File: src/rtl/md4_round3_seq.sv
// MD4 round-3 engine: 16 steps executed one per clock on a single shared datapath,
// with valid/ready handshakes on both the input block and the output result.
module md4_round3_seq #(
  parameter logic [31:0] ROUND_K = 32'h6ED9EBA1
) (
  input  logic         clk,
  input  logic         rst_n,
  input  logic         in_valid,
  output logic         in_ready,
  input  logic [31:0]  in_a,
  input  logic [31:0]  in_b,
  input  logic [31:0]  in_c,
  input  logic [31:0]  in_d,
  input  logic [511:0] x,
  output logic         out_valid,
  input  logic         out_ready,
  output logic [31:0]  out_a,
  output logic [31:0]  out_b,
  output logic [31:0]  out_c,
  output logic [31:0]  out_d,
  output logic         busy
);

  typedef enum logic [1:0] {
    IDLE = 2'd0,
    RUN  = 2'd1,
    DONE = 2'd2
  } state_t;

  state_t         state_r;
  state_t         state_nxt_s;
  logic           load_s;
  logic           step_en_s;
  logic [3:0]     step_r;
  logic [31:0]    a_r, b_r, c_r, d_r;
  logic [511:0]   x_r;
  logic [31:0]    out_a_r, out_b_r, out_c_r, out_d_r;
  logic [3:0]     k_s;
  logic [31:0]    xk_s;
  logic [31:0]    sum_s;
  logic [31:0]    new_s;

  // Next-state decode and load/step strobes.
  always_comb begin
    state_nxt_s = state_r;
    load_s      = 1'b0;
    step_en_s   = 1'b0;
    case (state_r)
      IDLE: begin
        if (in_valid) begin
          load_s      = 1'b1;
          state_nxt_s = RUN;
        end else begin
          state_nxt_s = IDLE;
        end
      end
      RUN: begin
        step_en_s = 1'b1;
        if (step_r == 4'd15) begin
          state_nxt_s = DONE;
        end else begin
          state_nxt_s = RUN;
        end
      end
      DONE: begin
        if (out_ready && in_valid) begin
          load_s      = 1'b1;
          state_nxt_s = RUN;
        end else if (out_ready) begin
          state_nxt_s = IDLE;
        end else begin
          state_nxt_s = DONE;
        end
      end
      default: begin
        state_nxt_s = IDLE;
      end
    endcase
  end

  // Message word index is the bit-reversed step number.
  assign k_s   = {step_r[0], step_r[1], step_r[2], step_r[3]};
  assign xk_s  = x_r[{k_s, 5'd0} +: 32];
  assign sum_s = a_r + (b_r ^ c_r ^ d_r) + xk_s + ROUND_K;

  // Constant-select rotator; shift amount depends only on step[1:0].
  always_comb begin
    new_s = sum_s;
    case (step_r[1:0])
      2'd0:    new_s = {sum_s[28:0], sum_s[31:29]};
      2'd1:    new_s = {sum_s[22:0], sum_s[31:23]};
      2'd2:    new_s = {sum_s[20:0], sum_s[31:21]};
      2'd3:    new_s = {sum_s[16:0], sum_s[31:17]};
      default: new_s = sum_s;
    endcase
  end

  // State register.
  always_ff @(posedge clk or negedge rst_n) begin
    if (!rst_n) begin
      state_r <= IDLE;
    end else begin
      state_r <= state_nxt_s;
    end
  end

  // Working registers, captured message and step counter.
  always_ff @(posedge clk or negedge rst_n) begin
    if (!rst_n) begin
      a_r    <= 32'd0;
      b_r    <= 32'd0;
      c_r    <= 32'd0;
      d_r    <= 32'd0;
      x_r    <= 512'd0;
      step_r <= 4'd0;
    end else if (load_s) begin
      a_r    <= in_a;
      b_r    <= in_b;
      c_r    <= in_c;
      d_r    <= in_d;
      x_r    <= x;
      step_r <= 4'd0;
    end else if (step_en_s) begin
      a_r    <= d_r;
      b_r    <= new_s;
      c_r    <= b_r;
      d_r    <= c_r;
      step_r <= step_r + 4'd1;
    end
  end

  // Result registers update only as the last step retires.
  always_ff @(posedge clk or negedge rst_n) begin
    if (!rst_n) begin
      out_a_r <= 32'd0;
      out_b_r <= 32'd0;
      out_c_r <= 32'd0;
      out_d_r <= 32'd0;
    end else if (step_en_s && (step_r == 4'd15)) begin
      out_a_r <= d_r;
      out_b_r <= new_s;
      out_c_r <= b_r;
      out_d_r <= c_r;
    end
  end

  assign out_a     = out_a_r;
  assign out_b     = out_b_r;
  assign out_c     = out_c_r;
  assign out_d     = out_d_r;
  assign out_valid = (state_r == DONE);
  assign busy      = (state_r == RUN);
  assign in_ready  = (state_r == IDLE) | ((state_r == DONE) & out_ready);

endmodule

File: config.mk
export PLATFORM = sky130hd
export DESIGN_NAME = md4_round3_seq
export DESIGN_NICKNAME = d
export VERILOG_FILES = /design/src/rtl/md4_round3_seq.sv
export SDC_FILE = /design/constraint.sdc
export NUM_CORES = 2
export LEC_CHECK = 0
export CORE_AREA = 2 2 305 307
export DETAILED_ROUTE_END_ITERATION = 8
export DIE_AREA = 0 0 307 309
export GPL_TIMING_DRIVEN = 0
export PLACE_DENSITY = 0.68
export REMOVE_ABC_BUFFERS = 1
export SLEW_MARGIN = 20
export SYNTH_ARGS = -nofsm -noshare
export SYNTH_HDL_FRONTEND = slang
export SYNTH_SLANG_ARGS = --single-unit
File: constraint.sdc
create_clock -name clk -period 6.3 [get_ports clk]
set_input_delay 0.63 -clock clk [delete_from_list [all_inputs] [get_ports clk]]
set_output_delay 0.63 -clock clk [all_outputs]
set_load 0.05 [all_outputs]
# == Word level (Yosys, flattened, before mapping) ==
# Index checks and enable logic that the tools add are counted.
# totals
regBits,774
in_bits,644
out_inout_bits,131
wordCells,51
# classes
addsub,4
eq_ne,6
shift,1
mux,20
bitwise,4
n_reduce_logical,5
# ops
cell,count
512-bit by 10-bit indexed part select with 32-bit output,1
32-bit two-way mux,8
32-bit case mux with 4 select lines,1
32-bit adder,2
32-bit bitwise XOR,2
"32-bit by 31-bit adder with 32-bit output, second input constant",1
4-bit two-way mux,2
"2-bit equality test, second input constant",3
2-bit two-way mux,3
2-bit case mux with 3 select lines,1
"4-bit by 1-bit adder with 4-bit output, second input constant",1
"2-bit by 1-bit equality test with 1-bit output, second input constant",2
"4-bit equality test, second input constant",1
2-bit logical NOT,2
1-bit two-way mux,4
1-bit logical AND,2
1-bit case mux with 2 select lines,1
2-bit nonzero test,1
1-bit bitwise AND,1
1-bit OR,1

# == Logic depth before layout (Yosys ltp) ==
# depth
ltp_word,8
ltp_mapped,20
ltp_nobuf,16

# == Worst setup path after synthesis ==
# OpenSTA, ideal clock, no wires.
# synth_timing
kind,reg-to-reg
start,reg step_r[3]
end,reg b_r[8]
setup_ns,0.083
arrival_time_ns,5.577
t_required_ns,6.217
path_slack_ns,0.640
stages_incl_launch_ff,19
n_path_buf,4
period_less_slack_ns,5.660
path_cell_list,dfrtp_1 buf_2 buf_6 buf_2 buf_1 mux4_2 mux4_2 fa_1 ha_1 ha_1 fa_1 a211oi_1 o21ai_1 o211ai_1 a211oi_1 or4_1 and3_1 a31o_2 o21ai_0
# synth_between
elab_chain_cells,6
# synth_lines
element,line_no,rtl
from (decl),34,logic [3:0] step_r;
from (signal assigned),128,step_r <= step_r + 4'd1;
512-bit by 10-bit indexed part select with 32-bit output,83,"assign xk_s = x_r[{k_s, 5'd0} +: 32];"
32-bit adder,84,assign sum_s = a_r + (b_r ^ c_r ^ d_r) + xk_s + ROUND_K;
32-bit by 31-bit adder with 32-bit output,84,
32-bit case mux with 4 select lines,89,case (step_r[1:0])
32-bit two-way mux,123,end else if (step_en_s) begin
32-bit two-way mux,116,end else if (load_s) begin
to (signal assigned),118,b_r <= in_b;
to (signal assigned),125,b_r <= new_s;
to (decl),35,"logic [31:0] a_r, b_r, c_r, d_r;"
# Every way passes these cells. The select of a mux whose other input is x is not followed.
# A chain may end at the register's enable or synchronous reset.

# == Worst setup path in the final report ==
# layout_timing
start,reg step_r[3]
end,"reg out_b_r[28], in the netlist out_b[28]"
# layout_between
elab_chain_cells,4
word_cells_on_any_way,6
classes_between,2 x add/sub; 1 x eq/ne; 1 x shift; 1 x mux; 1 x reduce/logical
# layout_lines
element,line_no,rtl
512-bit by 10-bit indexed part select with 32-bit output,83,
32-bit adder,84,
32-bit by 31-bit adder with 32-bit output,84,
32-bit case mux with 4 select lines,89,
to (signal assigned),141,out_b_r <= new_s;
to (decl),37,"logic [31:0] out_a_r, out_b_r, out_c_r, out_d_r;"
# Parallel ways exist; a longest one is shown, timed or not.

==> results.py <==
metrics = {
    "outcome": {
        "status": "completed",
    },
    "cells_and_area": {
        "drive_above_1_share": 0.0827,
        "layout.nets": 5698,
        "area_growth_pct": 32.8,
        "final_util": 0.563,
    },
    "global_routing": {
        "grt_first_pass_wirelength_um": 196000,
        "grt_pass1_vias": 32800,
        "overflow": 0,
        "grt_use_total": 0.270,
        "grt_max_degree": 91,
        "antenna_found_initial": 20,
    },
    "critical_path": {
        "critPathMaxStageDelay_ps": 570,
        "cp-start-kind": "flip-flop",
        "critPathKind": "reg -> reg",
        "required_ps": 6840,
        "cp_slowest_cell": "mux4_2",
        "cp_max_fo": 30,
        "cp.arrival_ps": 6630,
        "cp_cell_sequence": "buf_16, buf_16, mux4_2, mux4_2, fa_1, ha_1, ha_1, fa_1, a211oi_1, o21ai_1, o211ai_1, nand2_1, xor2_1, a221oi_1, mux2i_1, mux2_2",
        "cp-end-kind": "flip-flop",
    },
    "timing": {
        "slew_headroom": 0.310,
        "worst_slew_pin_slew_ps": 1030,
        "rsz0062_at_grt": "false",
        "min_period_ps": 6090,
        "setup_viol_count_final": 0,
        "setup_slack_ps": 213,
        "fmax_mhz": 164,
        "fin_skew_ps": 24.3,
        "slew_viol_final": 0,
        "finalCritPeriodShare": 0.966,
        "hold_viol": 0,
        "hold-worst-slack_ps": 467,
        "tns_ps": 0,
    },
    "synth": {
        "synth_edf_count": 0,
        "avgSynthCellArea_um2": 8.98,
        "netlist_top_cells_count": "nand2_1 (2107), dfrtp_1 (774), clkbuf_1 (249)",
        "syn-instance-count": 4311,
        "synth_area_mm2": 0.0387,
        "yosysUniqueCellTypes": 76,
        "synth_area_leaders": "dfrtp_1 (50%), nand2_1 (20%), mux4_2 (9.3%)",
        "synth_top_area_frac": 0.500,
        "seq_area_frac_synth": 0.500,
        "yosysTopAreaCell": "dfrtp_1",
        "yosysWarnings": 0,
        "synth-seq-cells": 774,
        "yosys_most_used_dff": "dfrtp_1",
        "yosys.cell_count.top_type": "nand2_1",
        "async_flop_share": 1.00,
    },
    "die": {
        "die_x_um": 307,
        "num_io_pins": 775,
        "initial_utilization": 0.424,
        "core.rowCount": 111,
        "die_h_um": 309,
        "core_mm2": 0.0914,
        "dieArea_mm2": 0.0949,
    },
    "drt": {
        "dr_wl_met3_um": 6930,
        "top_layer_used": "met5",
        "ant_nets": 0,
        "num_vias": 32800,
        "drt_first_pass_iters": 7,
        "drcViolationCount": 0,
        "wire_per_inst_um": 20.9,
        "drtIter0Drc": 2631,
        "wl_met1_um": 53400,
        "wl_um": 130000,
        "met2_length_um": 64700,
        "vias_per_cell": 5.26,
    },
    "placed_design": {
        "dp_hpwl_um": 95000,
        "port_buffers": 774,
        "dp_slack_ps": -713,
        "gp_congestion": 0.907,
    },
    "hold_path": {
        "worstHoldPathType": "reg -> reg",
    },
    "clock_network": {
        "clock-sinks": 774,
        "cts_tree": "built",
        "clk_pin_slew_worst_paths_ps": 70,
        "cts_max_path_buffers": 3,
        "cts_buffers": 88,
        "cts-root-buf": "clkbuf_16",
        "clkLatencyLatePin_ps": 660,
        "htree_levels": 3,
    },
    "job": {
        "cap_violations": 0,
    },
}
## cell type report
cell class	count	area (µm²)
flip-flops and latches	774	19400
multi-input cells	3145	18000
well taps	1186	1480
inverters	122	465
fillers	8119	40000
diodes	18	45.0
repair buffers	826	9000
clock inverters	38	415
clock buffers	125	2590
## through the flow
| step | area, µm² | std cells |
|---|---|---|
| after global routing | 51400 | 6232 |
| after global placement | 46900 | 6001 |
| final | 51400 | 6234 |
| after floorplan | 37700 | 4041 |
| after detailed placement | 48200 | 6049 |
| after CTS | 51300 | 6216 |
## worst max-delay path, delay by kind of cell (launching register included)
kind	cells	cell delay, ps
muxes	4	1680
AOI/OAI and AO/OA	4	1380
adders and majority gates	4	1510
and+or+nand+nor	1	150
DFF	1	440
buffers and inverters	2	520
xor gates and xnor gates	1	220
## flip-flops by register name, summed over array words and instances, names as in the netlist, 32 cells and up
signal,count
a_r,32
out_c,32
c_r,32
b_r,32
out_b,32
out_a,32
x_r,512
out_d,32
d_r,32
## repair_timing
| action | CTS | global route |
|---|---|---|
| gates resized for setup | 6 | 15 |
| hold buffers | 1 | 0 |
| hold endpoints to repair | 30 | 0 |
| setup endpoints to repair | 38 | 23 |
| buffers inserted | 3 | 0 |
## routing by layer
| metal | up-vias | global-route usage |
|---|---|---|
| met5 | - | 0 |
| met4 | 4 | 0.103 |
| met3 | 237 | 0.0471 |
| met2 | 1000 | 0.460 |
| met1 | 16100 | 0.345 |
| li1 | 15400 | - |
## worst paths after layout
| path | slack [ps] | to | depth (start not counted) | startpoint |
|---|---|---|---|---|
| max reg2reg | 210 | out_b[28] | 16 | step_r[3] |
| max | 210 | out_b[28] | 16 | step_r[3] |
| min | 470 | x_r[204] | 2 | x_r[204] |
| max in group asynchronous | 3750 | x_r[280] | 6 | rst_n |
| min reg2reg | 470 | x_r[204] | 2 | x_r[204] |
| min in group asynchronous | 560 | x_r[107] | 2 | rst_n |
## placed cells by master (no fill, tap or decap), drive strengths merged, types with 5 or more instances in the layout
master         synthesis  layout
nand2               2107    2107
dfrtp                774     774
clkdlybuf4s50          0     773
mux4                 160     160
nor2                 149     149
clkbuf               249     125
inv                  122     124
a31oi                101     101
a21oi                 75      75
o21ai                 72      72
ha                    66      66
xnor2                 62      62
buf                   21      52
fa                    31      31
xor2                  27      27
and3                  26      26
a21o                  25      25
clkinv                 0      24
nor3                  23      23
nand3                 22      22
diode                  0      18
o31ai                 18      18
and2                  13      13
a211oi                13      13
a221o                 10      10
a221oi                10      10
nand4                  9       9
or3                    9       9
nor4                   8       8
o211ai                 7       7
clkinvlp               0       6
bufinv                 0       6
nand2b                 6       6
o32ai                  6       6
mux2i                  5       5
a22oi                  5       5
o21a                   5       5
o31a                   5       5
## cells by family after synthesis
group / synth area share
adder cells (fa/ha/maj): 0.0374
XOR/XNOR: 0.0201
flip-flops: 0.500
AND/OR/NAND/NOR: 0.239
buffers and inverters: 0.0384
multiplexers: 0.0955
AO/OA/AOI/OAI: 0.0692
Power is left out: the tool's default activity adds up to more than one toggle a clock period on the data nets, which glitch-free logic cannot reach.
